===== src/rtl/zone_scan_scheduler.sv =====
// Round-robin scheduler that shares one actuator channel between 4 zones,
// with a per-grant dwell timer and alarm preemption.
//
//   state | meaning
//   IDLE  | no grant, waiting for a request or an alarm
//   ARB   | dead cycle between grants; picks the next alarm or requester
//   GRANT | normal grant of ZONE, limited by the dwell timer
//   ALRM  | alarm grant of ZONE, held until ALARM[ZONE] drops
module zone_scan_scheduler #(
    parameter int DWELL = 4,
    parameter int DW    = 4
) (
    input  logic       CLK_IN,
    input  logic       CLR_FF,
    input  logic       EN,
    input  logic       TICK,
    input  logic [3:0] REQ,
    input  logic [3:0] ALARM,
    output logic [3:0] GNT,
    output logic [1:0] ZONE,
    output logic       BUSY,
    output logic       ALARM_ACT,
    output logic       TC
);

    typedef enum logic [1:0] {IDLE, ARB, GRANT, ALRM} state_t;

    state_t        state, state_nxt;
    logic [1:0]    zone_nxt;
    logic [DW-1:0] dwell, dwell_nxt;
    logic          tc_nxt;
    logic [3:0]    gnt_nxt;
    logic [1:0]    alarm_zone;
    logic [1:0]    rr_zone;
    logic [1:0]    rr_idx;
    logic          rr_found;

    // Lowest-index alarm wins.
    always_comb begin
        alarm_zone = 2'd0;
        for (int i = 3; i >= 0; i--) begin
            if (ALARM[i]) alarm_zone = 2'(i);
        end
    end

    // Search starts one past the last granted zone and wraps.
    always_comb begin
        rr_zone  = ZONE;
        rr_found = 1'b0;
        rr_idx   = ZONE;
        for (int i = 1; i <= 4; i++) begin
            rr_idx = ZONE + 2'(i);
            if (!rr_found && REQ[rr_idx]) begin
                rr_zone  = rr_idx;
                rr_found = 1'b1;
            end
        end
    end

    always_comb begin
        state_nxt = state;
        zone_nxt  = ZONE;
        dwell_nxt = dwell;
        tc_nxt    = 1'b0;
        case (state)
            IDLE: begin
                if (|ALARM || (EN && |REQ)) state_nxt = ARB;
            end
            ARB: begin
                if (|ALARM) begin
                    zone_nxt  = alarm_zone;
                    state_nxt = ALRM;
                end else if (EN && |REQ) begin
                    zone_nxt  = rr_zone;
                    dwell_nxt = DW'(DWELL);
                    tc_nxt    = (rr_zone <= ZONE);
                    state_nxt = GRANT;
                end else begin
                    state_nxt = IDLE;
                end
            end
            GRANT: begin
                if (TICK && dwell != '0) dwell_nxt = dwell - DW'(1);
                if ((TICK && dwell <= DW'(1)) || !REQ[ZONE] || |ALARM || !EN)
                    state_nxt = ARB;
            end
            ALRM: begin
                if (!ALARM[ZONE]) state_nxt = ARB;
            end
            default: state_nxt = IDLE;
        endcase
    end

    // Outputs are registered from the next-state view so they line up with state.
    assign gnt_nxt = (state_nxt == GRANT || state_nxt == ALRM) ? (4'b0001 << zone_nxt) : 4'b0000;

    always_ff @(posedge CLK_IN or negedge CLR_FF) begin
        if (!CLR_FF) begin
            state     <= IDLE;
            ZONE      <= 2'd3;
            dwell     <= '0;
            GNT       <= 4'b0000;
            BUSY      <= 1'b0;
            ALARM_ACT <= 1'b0;
            TC        <= 1'b0;
        end else begin
            state     <= state_nxt;
            ZONE      <= zone_nxt;
            dwell     <= dwell_nxt;
            GNT       <= gnt_nxt;
            BUSY      <= (state_nxt == GRANT) || (state_nxt == ALRM);
            ALARM_ACT <= (state_nxt == ALRM);
            TC        <= tc_nxt;
        end
    end

endmodule

===== config.mk =====
export PLATFORM = sky130hd
export DESIGN_NAME = zone_scan_scheduler
export DESIGN_NICKNAME = d
export VERILOG_FILES = /design/src/rtl/zone_scan_scheduler.sv
export SDC_FILE = /design/constraint.sdc
export NUM_CORES = 1
export LEC_CHECK = 0
export CAP_MARGIN = 10
export CORE_ASPECT_RATIO = 1.1
export CORE_MARGIN = 5
export CORE_UTILIZATION = 44
export DETAILED_ROUTE_END_ITERATION = 6
export HOLD_SLACK_MARGIN = 0.03
export PLACE_DENSITY = 0.83
export SYNTH_ARGS = -nofsm -noshare
export SYNTH_HDL_FRONTEND = slang
export SYNTH_SLANG_ARGS = --single-unit

===== constraint.sdc =====
create_clock -name CLK_IN -period 1.95 [get_ports CLK_IN]
set_input_delay 0.195 -clock CLK_IN [delete_from_list [all_inputs] [get_ports CLK_IN]]
set_output_delay 0.195 -clock CLK_IN [all_outputs]
set_load 0.01 [all_outputs]

## After elaboration in Yosys (flattened, before gate mapping)

Index checks and enable logic that the tools add are counted.

- Shift-type cells: 1
- Equal/unequal tests: 8
- Bitwise logic cells: 0
- Order comparisons: 6
- Multiplexer cells: 38
- $mul: 0
- Div/mod/pow operators: 0
- Add/sub/neg operators: 4
- Reductions and logical operators: 22

Operators by type and width:

| cell | count |
|---|---|
| $mux 2 | 16 |
| $mux 4 | 4 |
| $lt 2x3->1 const B | 4 |
| $mux 1 | 11 |
| $bmux 1 s2 | 5 |
| $eq 2x2->1 const B | 4 |
| $pmux 2 s4 | 1 |
| $pmux 4 s2 | 1 |
| $reduce_or 4->1 | 2 |
| $logic_and 1x1->1 | 6 |
| $ne 2x2->1 const B | 3 |
| $logic_not 1->1 | 5 |
| $logic_or 1x1->1 | 5 |
| $add 2x2->2 const B | 2 |
| $le 4x1->1 const B | 1 |
| $reduce_and 4->1 | 1 |
| $reduce_bool 4->1 | 1 |
| $shl 1x2->4 const A | 1 |
| $sub 4x1->4 const B | 1 |
| $add 2x1->2 const B | 1 |
| $eq 2x1->1 const B | 1 |
| $le 2x2->1 | 1 |
| $logic_not 2->1 | 1 |
| $reduce_bool 2->1 | 1 |

- Bits in latches: 0
- RAM bits: 0
- Logic and storage cells: 86
- ROM bits: 0
- Register bits: 15
- Memories kept: 0

## Longest topological paths before layout

Gate-level depths: netlist of run 1.

- Depth after elaboration: 18
- Gate-level depth with buffers: 9
- Gate-level depth less buffers: 8

## Worst setup path before layout of run 1

Ideal clock, no wire load.

- Path kind: register to register
- From: reg ZONE[0]
- To: reg TC
- Clock period less this slack: 1.873 ns
- Setup time: 0.121 ns
- Buffers on the path: 1
- Stages on the path, launching flop included: 8
- Arrival time: 1.751 ns
- Slack: 0.077 ns
- Data required time: 1.829 ns
- Path through: dfstp_2 buf_4 or2b_1 a21oi_1 a221oi_1 ha_1 a21oi_1 nor2_1

- Word-level cells in the longest chain between the ends: 17
- Elaborated cells on any way between the ends: 28

Ends and longest elaborated chain:

| element | line | source |
|---|---|---|
| from (decl) | 20 | `output logic [1:0] ZONE,` |
| from (signal assigned) | 108 | `ZONE <= zone_nxt;` |
| $add 2x1->2 | 52 | `rr_idx = ZONE + 2'(i);` |
| $bmux 1 s2 | 53 | `if (!rr_found && REQ[rr_idx]) begin` |
| $mux 1 (implied by the code) | 53 |  |
| $mux 1 | 53 |  |
| $logic_not 1->1 | 53 |  |
| $logic_and 1x1->1 | 53 |  |
| $mux 1 | 53 |  |
| $logic_not 1->1 | 53 |  |
| [... 2 more ...] | -- |  |
| $logic_not 1->1 | 53 |  |
| $logic_and 1x1->1 | 53 |  |
| $mux 2 | 53 |  |
| $le 2x2->1 * | 76 | `tc_nxt = (rr_zone <= ZONE);` |
| $mux 1 * | 73 | `end else if (EN && \|REQ) begin` |
| $mux 1 * | 70 | `if (\|ALARM) begin` |
| $mux 1 * | 65 | `case (state)` |
| via tc_nxt | 31 | `logic tc_nxt;` |
| to (signal assigned) | 113 | `TC <= tc_nxt;` |
| to (decl) | 23 | `output logic TC` |

The timed path passes the listed nets; every way through them passes the cells marked *. The select of a mux whose other input is x is not followed.
A chain may end at the register's enable or synchronous reset.

## Worst setup path after layout of run 1

Same ends and word-level chain as after synthesis.

==> impl_metrics.toml, run 1 <==
[setup_path]
worstPathArrival_ns = 1.99
worstPathRequired_ns = 2.13
r2r_cells = 6
path_max_fanout = 10
worstPathCellList = "or2b_1 -> a21oi_1 -> a221oi_1 -> ha_1 -> a21oi_1 -> nor2_1"
path_class = "reg -> reg"
worst_setup_path_start_kind = "flop"
r2r_slack_ns = 0.13
startpoint = "ZONE[0]"
reg2reg_from = "ZONE[0]"
cp.buffers_inverters = 0
cp_slowest_cell = "dfstp_2"
r2r-end = "TC"
max_stage_delay_ns = 0.64
end_kind = "flop"
cpLargestDelayFamily = "flip-flops"
cp_common_cell = "a21oi_1"

[layout]
syn2layout_area_growth_pct = 37.1
nFillCells = 185
layout.nets = 146
fin_cells = 156
mostFrequentLayoutCells = "clkdlybuf4s50_1, dfrtp_1, buf_4, inv_1, nor2_1"
drive_gt1_share_pct = 24.2
antennaDiodeCount = 0
final_common_cell = "clkdlybuf4s50_1"
final_area_sq_um = 1300

[timing]
finalWorstSetupSlack_ns = 0.135
setup_violations = 0
final_max_slew_viol_count = 0
slew_headroom_pct = 56.3
rsz0062_at_grt = "no"
tns_ns = 0
min_period_over_period_pct = 93.1
min_period_ns = 1.82
worst_pin_slew_ns = 0.654
clock.fmax_ghz = 0.551
finalHoldViolCount = 0
finalClockSkew_ns = 0.00788

[flow_run]
maxCapViolCount = 0

[global_routing]
antenna_found_initial = 0
grt_max_degree = 16
grt_pass1_wl_mm = 3.85
grt_pass1_vias = 861
grt_usage_pct = 16.1
grt_overflow = 0

[clock_network]
numCtsBuffers = 3
clock_latency_ns = 0.29
clkSinkCount = 15
htreeDepth = 1
cts_hold_buf = 0
root_buffer = "clkbuf_4"
clockBufferDepth = 2
cts_tree = "built"
path_clk_slew_ns = 0.09

[routing]
first_pass_iters = 4
via_count = 841
wl_mm = 2.17
drt_iter0_drc = 28
wl_per_cell_um = 13.9
vias_per_cell = 5.39
ant_nets = 0
drc = 0

[worst_hold_path]
min_path_type = "in -> async"

[logic_synthesis]
netlist_area_sq_um = 951
synth_edf_count = 0
seq_area_frac_synth_pct = 39.7
synth_cell_types = 45
ys_seq_elements = 15
ys.flop_type = "dfrtp_1"
async_flop_share_pct = 100
syn-num-nets = 110
avgSynthCellArea_sq_um = 10.2
synth_warnings = 0
synthCells = 93

[die]
coreArea_sq_um = 2040
die_area_sq_um = 3190
fp.dieW_um = 54.3
rows = 17
io_pins = 21
die_height_um = 58.8
start_util_pct = 46.6

[pwr]
peakVddDrop_mv = 0.758
powerDensity_nw_per_um2 = 1190
leakagePower_nw = 0.562

[place]
portBuffers = 20
dp_hpwl_mm = 1.74
dp.cells = 151
placed_cell_area_sq_um = 1260
dp_slack_ns = -0.0494
gp_congestion = 0.927

[status]
outcome = "finished clean"
## worst max-delay path by stage
stage	endpoint	slack, ns	cells past startpoint
after floorplan	TC	0.08	7
after CTS	GNT[3]	0.09	4
after global routing	TC	0.02	6
after global placement	GNT[3]	-0.01	6
after detailed placement	GNT[1]	-0.05	7
final	TC	0.13	6
## logic make-up (layout without fill, tap and decap cells)
logic type / Yosys count / count (layout) / synth area share (%)
AO/OA/AOI/OAI: 23 / 23 / 19.7
XOR/XNOR: 2 / 2 / 1.84
adder cells (fa/ha/maj): 5 / 5 / 6.58
flip-flops: 15 / 15 / 39.7
AND/OR/NAND/NOR: 35 / 35 / 23.4
multiplexers: 2 / 2 / 3.95
buffers and inverters: 11 / 46 / 4.74
## Yosys cell counts (2+ instances only)
| cell | instances | area [sq um] |
|---|---|---|
| a21oi_1 | 5 | 25.0 |
| dfrtp_1 | 13 | 325 |
| dfstp_2 | 2 | 52.6 |
| ha_1 | 5 | 62.6 |
| inv_1 | 9 | 33.8 |
| nand3_1 | 3 | 15.0 |
| nor2_1 | 9 | 33.8 |
| nor2b_1 | 2 | 12.5 |
| nor3_1 | 3 | 15.0 |
| o21ai_0 | 3 | 15.0 |
| o31ai_1 | 3 | 22.5 |
| o41ai_1 | 2 | 17.5 |
| xnor2_1 | 2 | 17.5 |
## metrics by stage
step	total power [mW]	hold WS (ns)	utilization, %
after global placement	1.34	0.512	61.8
after CTS	1.55	0.316	63.2
after floorplan	1.03	-0.101	-
after global routing	1.70	0.338	63.8
after detailed placement	1.36	0.536	61.8
final	1.56	0.301	63.8
## flip-flops by register name, indices dropped and copies added (netlist names)
name	flops
dwell	4
BUSY	1
ZONE	2
ALARM_ACT	1
GNT	4
TC	1
state	2
## power by group
group | switching [mW] | total (mW) | internal [mW]
Clock | 0.102 | 0.180 | 0.0781
Combinational | 0.389 | 0.833 | 0.444
Sequential | 0.112 | 0.544 | 0.431
## routing by layer
layer	up-vias	global-route usage, %	wire (um)
met3	2	5.82	141
li1	418	-	-
met5	-	0	0
met4	0	3.20	14
met2	24	25.3	1090
met1	397	21.0	919
## area by class of cell
class / count / area (sq um) / share of cell area, %
Clock inverter: 1 / 7.51 / 0.576
Multi-Input combinational cell: 67 / 533 / 40.9
Sequential cell: 15 / 378 / 29.0
Timing Repair Buffer: 32 / 290 / 22.3
Tap cell: 28 / 35.0 / 2.69
Inverter: 10 / 37.5 / 2.88
Clock buffer: 3 / 22.5 / 1.73
## worst reg2reg max path: cells and delay by family, from the launching register on
kind,cells,cell delay (ns)
adder cells (fa/ha/maj),1,0.30
flip-flops,1,0.64
AO/OA/AOI/OAI,3,0.55
AND/OR/NAND/NOR,2,0.21
## what timing repair did
| item | CTS | global route |
|---|---|---|
| setup buffers | 0 | 1 |
| resized for setup | 0 | 1 |
| endpoints found under the setup margin | 0 | 5 |
(Power assumes the default switching activity.)
==> run 2, diff against run 1 <==
CORE_MARGIN = not set   (was 5)
==> run 2 against run 1 <==
Effect of this change: via count shrank 1.3%; sequential power grew 0.9%; clock power is essentially flat; first-iteration DRC count shrank 57%; sequential cell count is the same; clock-buffer cell count is the same; routed wire length shrank 5.5%.
==> impl_metrics.toml, run 2 (same netlist as run 1, synthesis figures left out) <==
[status]
outcome = "finished clean"

[die]
die_area_sq_um = 2350
die_height_um = 50.8
rows = 17
coreArea_sq_um = 2020
io_pins = 21
fp.dieW_um = 46.3
start_util_pct = 47.1

[pwr]
leakagePower_nw = 0.539
peakVddDrop_mv = 0.868
power_mw = 1.57
powerDensity_nw_per_um2 = 1230

[setup_path]
worstPathRequired_ns = 2.13
end_kind = "flop"
path_max_fanout = 11
worst_setup_path_start_kind = "flop"
startpoint = "ZONE[0]"
crit_end = "GNT[3]"
reg2reg_from = "ZONE[0]"
r2r_cells = 4
r2r-end = "GNT[3]"
path_class = "reg -> reg"
worstPathArrival_ns = 2.04
r2r_slack_ns = 0.08

[clock_network]
cts_tree = "built"
clockBufferDepth = 2
clock_latency_ns = 0.28
numCtsBuffers = 3
path_clk_slew_ns = 0.09
root_buffer = "clkbuf_4"
clkSinkCount = 15
htreeDepth = 1

[layout]
final_area_sq_um = 1270
final_common_cell = "clkdlybuf4s50_1"
mostFrequentLayoutCells = "clkdlybuf4s50_1, dfrtp_1, inv_1, nor2_1, buf_4"
drive_gt1_share_pct = 22.0
antennaDiodeCount = 0
fin_cells = 151
syn2layout_area_growth_pct = 33.8
largest_registers = "GNT (4), dwell (4)"
nFillCells = 174
layout.nets = 141
final_util_pct = 63.0

[place]
portBuffers = 20
gp_congestion = 0.861
dp_hpwl_mm = 1.63
dp_slack_ns = -0.0440
placed_cell_area_sq_um = 1230
dp.cells = 147

[timing]
slew_headroom_pct = 56.7
min_period_ns = 1.87
hold_ws_ns = 0.302
clock.fmax_ghz = 0.536
tns_ns = 0
finalClockSkew_ns = 0.000956
finalHoldViolCount = 0
finalWorstSetupSlack_ns = 0.0843
min_period_over_period_pct = 95.7
setup_violations = 0
final_max_slew_viol_count = 0
worst_pin_slew_ns = 0.647

[global_routing]
grt_overflow = 0
grt_pass1_vias = 816
antenna_found_initial = 0
grt_pass1_wl_mm = 3.50
grt_usage_pct = 20.7
grt_max_degree = 16

[routing]
drc = 0
first_pass_iters = 4
wl_per_cell_um = 13.6
vias_per_cell = 5.50
wl_mm = 2.05
via_count = 830
ant_nets = 0
drt_iter0_drc = 12

[flow_run]
maxCapViolCount = 0

[worst_hold_path]
min_path_type = "in -> async"
run 2: metal layers:
| layer | GRT usage, % | vias up | wire [um] |
|---|---|---|---|
| met1 | 26.3 | 406 | 841 |
| met5 | 0 | - | 0 |
| met4 | 1.47 | 0 | 0 |
| met3 | 6.47 | 0 | 97 |
| li1 | - | 407 | - |
| met2 | 35.0 | 17 | 1110 |
run 2: repair_timing:
item                       CTS  global route
setup endpoints to repair    0             5
hold buffers                 0             0
resized for setup            0             2
buffers inserted             0             0
run 2: worst min path at each step:
stage,start,to,slack (ns),cells past startpoint
after floorplan,CLR_FF,ALARM_ACT,-0.10,0
after CTS,CLR_FF,GNT[3],0.34,1
after global routing,CLR_FF,GNT[2],0.36,1
after detailed placement,dwell[1],dwell[1],0.52,2
final,CLR_FF,state[0],0.30,1
after global placement,dwell[1],dwell[1],0.51,2
run 2: area by class of cell:
cell class                 instances  area (sq um)  share of cell area (%)
multi-input combinational         67           539                    42.4
sequential                        15           378                    29.7
timing repair buffer              27           253                    19.9
inverter                          10          37.5                    2.95
tap                               28          35.0                    2.75
clock buffer                       3          22.5                    1.77
clock inverter                     1          7.51                   0.590
run 2: worst max-delay path, cell delays in order (launching register included):
cell and delay [ns]:
dfstp_2 0.68, mux2_1 0.35, o31ai_1 0.35, o31ai_1 0.19
and3_1 0.19
run 2: power breakdown:
part / total, mW / internal (mW) / switching [mW]
sequential: 0.549 / 0.431 / 0.118
clock: 0.179 / 0.0779 / 0.102
combinational: 0.840 / 0.447 / 0.392
==> run 3, diff against run 2 <==
CELL_PAD_IN_SITES_DETAIL_PLACEMENT = 0   (was not set)
CELL_PAD_IN_SITES_GLOBAL_PLACEMENT = 2   (was not set)
CORE_ASPECT_RATIO = 1.2   (was 1.1)
CORE_UTILIZATION = 27   (was 44)
PLACE_DENSITY = 0.82   (was 0.83)
SETUP_SLACK_MARGIN = 0.2   (was not set)
==> run 3 against run 2 <==
Effect of this change: final area increased by 12%; global-route usage down 6.8 points; clock power increased by 40%; power rose by 13%; worst setup slack gained 0.15 ns; combinational power rose by 17%; fmax rose by 8.5%; die area grew 60%; routed wire length rose by 20%; sequential share of layout area fell by 3.2 points; final cell count rose by 13%; first-iteration DRC count is 50% higher; critical path type is now in -> reg; critical endpoint unchanged; largest power group unchanged.
==> impl_metrics.toml, run 3 (same netlist as run 1, synthesis figures left out) <==
[status]
outcome = "finished clean"

[setup_path]
r2r-end = "GNT[1]"
worstPathCellList = "clkdlybuf4s50_1 -> nor4_2 -> buf_4 -> nand2_2 -> buf_4 -> o31a_2 -> and3_1"
path_class = "in -> reg"
cp_common_cell = "buf_4"
worst_setup_path_start_kind = "input port"
path_max_fanout = 5
end_kind = "flop"
reg2reg_from = "ZONE[0]"
max_stage_delay_ns = 0.49
r2r_cells = 6
r2r_slack_ns = 0.27
worstPathRequired_ns = 2.08
startpoint = "ALARM[2]"
cp.buffers_inverters = 3
worstPathArrival_ns = 1.85
cpLargestDelayFamily = "buffers and inverters"
cp_slowest_cell = "clkdlybuf4s50_1"

[timing]
slew_headroom_pct = 54.9
hold_ws_ns = 0.361
worst_pin_slew_ns = 0.674
min_period_ns = 1.72
finalWorstSetupSlack_ns = 0.230
finalHoldViolCount = 0
tns_ns = 0
min_period_over_period_pct = 88.2
clock.fmax_ghz = 0.581
setup_violations = 0
final_max_slew_viol_count = 0
finalClockSkew_ns = 0.00300
rsz0062_at_grt = "yes"

[die]
start_util_pct = 28.5
die_area_sq_um = 3760
rows = 23
fp.dieW_um = 56.2
io_pins = 21
coreArea_sq_um = 3340
die_height_um = 67.0

[global_routing]
antenna_found_initial = 0
grt_max_degree = 16
grt_pass1_vias = 846
grt_overflow = 0
grt_pass1_wl_mm = 4.10
grt_usage_pct = 13.9

[pwr]
powerDensity_nw_per_um2 = 1240
leakagePower_nw = 0.616
peakVddDrop_mv = 0.730
power_mw = 1.78

[clock_network]
clkSinkCount = 15
path_clk_slew_ns = 0.06
clock_latency_ns = 0.24
htreeDepth = 1
numCtsBuffers = 3
clockBufferDepth = 2
cts_tree = "built"
root_buffer = "clkbuf_8"

[routing]
vias_per_cell = 5.08
wl_mm = 2.46
drc = 0
drt_iter0_drc = 18
wl_per_cell_um = 14.5
ant_nets = 0
first_pass_iters = 4
via_count = 864

[layout]
nFillCells = 336
syn2layout_area_growth_pct = 50.4
mostFrequentLayoutCells = "clkdlybuf4s50_1, buf_4, dfrtp_1, nor2_1, inv_1"
largest_registers = "GNT (4), dwell (4)"
antennaDiodeCount = 0
final_util_pct = 42.8
layout.nets = 151
final_area_sq_um = 1430
fin_cells = 170
drive_gt1_share_pct = 33.8

[place]
portBuffers = 20
gp_congestion = 0.797
dp_slack_ns = -0.0728
dp.cells = 159
placed_cell_area_sq_um = 1270
dp_hpwl_mm = 1.78

[flow_run]
maxCapViolCount = 0

[worst_hold_path]
min_path_type = "in -> async"
==> run 3: changes by cell type in the layout (fill, tap and decap cells not counted), moves of 3 or more <==
cell and delta:
clkbuf_8 +3, clkdlybuf4s50_1 -3, buf_4 +10, clkbuf_4 -3
==> run 3: final cells by class <==
cell class / instances / area, sq um / share of cell area (%)
multi-input cells: 67 / 591 / 41.3
well taps: 37 / 46.3 / 3.24
clock buffers: 4 / 45.0 / 3.15
inverters: 10 / 37.5 / 2.62
flip-flops and latches: 15 / 379 / 26.5
repair buffers: 37 / 332 / 23.2
==> run 3: worst max path at each step <==
| stage | end | slack, ns | cells past startpoint |
|---|---|---|---|
| after detailed placement | GNT[3] | -0.07 | 7 |
| after global routing | GNT[3] | 0.18 | 7 |
| after floorplan | GNT[3] | 0.21 | 5 |
| after global placement | GNT[3] | -0.04 | 7 |
| final | GNT[3] | 0.23 | 7 |
| after CTS | GNT[1] | 0.21 | 7 |
==> run 3: power by group <==
group	switching (mW)	total [mW]	internal, mW
clock	0.105	0.250	0.144
sequential	0.109	0.542	0.433
combinational	0.458	0.984	0.526
total	0.672	1.78	1.10
==> run 3: timing repair <==
item	CTS	global route
hold buffers	0	0
gates resized for setup	4	16
buffers inserted	3	4
endpoints found under the setup margin	6	9
pin swaps	0	5
==> run 3: per-layer routing <==
metal,track usage (%),vias up,part of all wire [%]
li1,-,422,-
met5,0,-,0
met1,18.6,424,47
met3,4.85,0,4.2
met2,22.0,18,48
met4,1.83,0,0
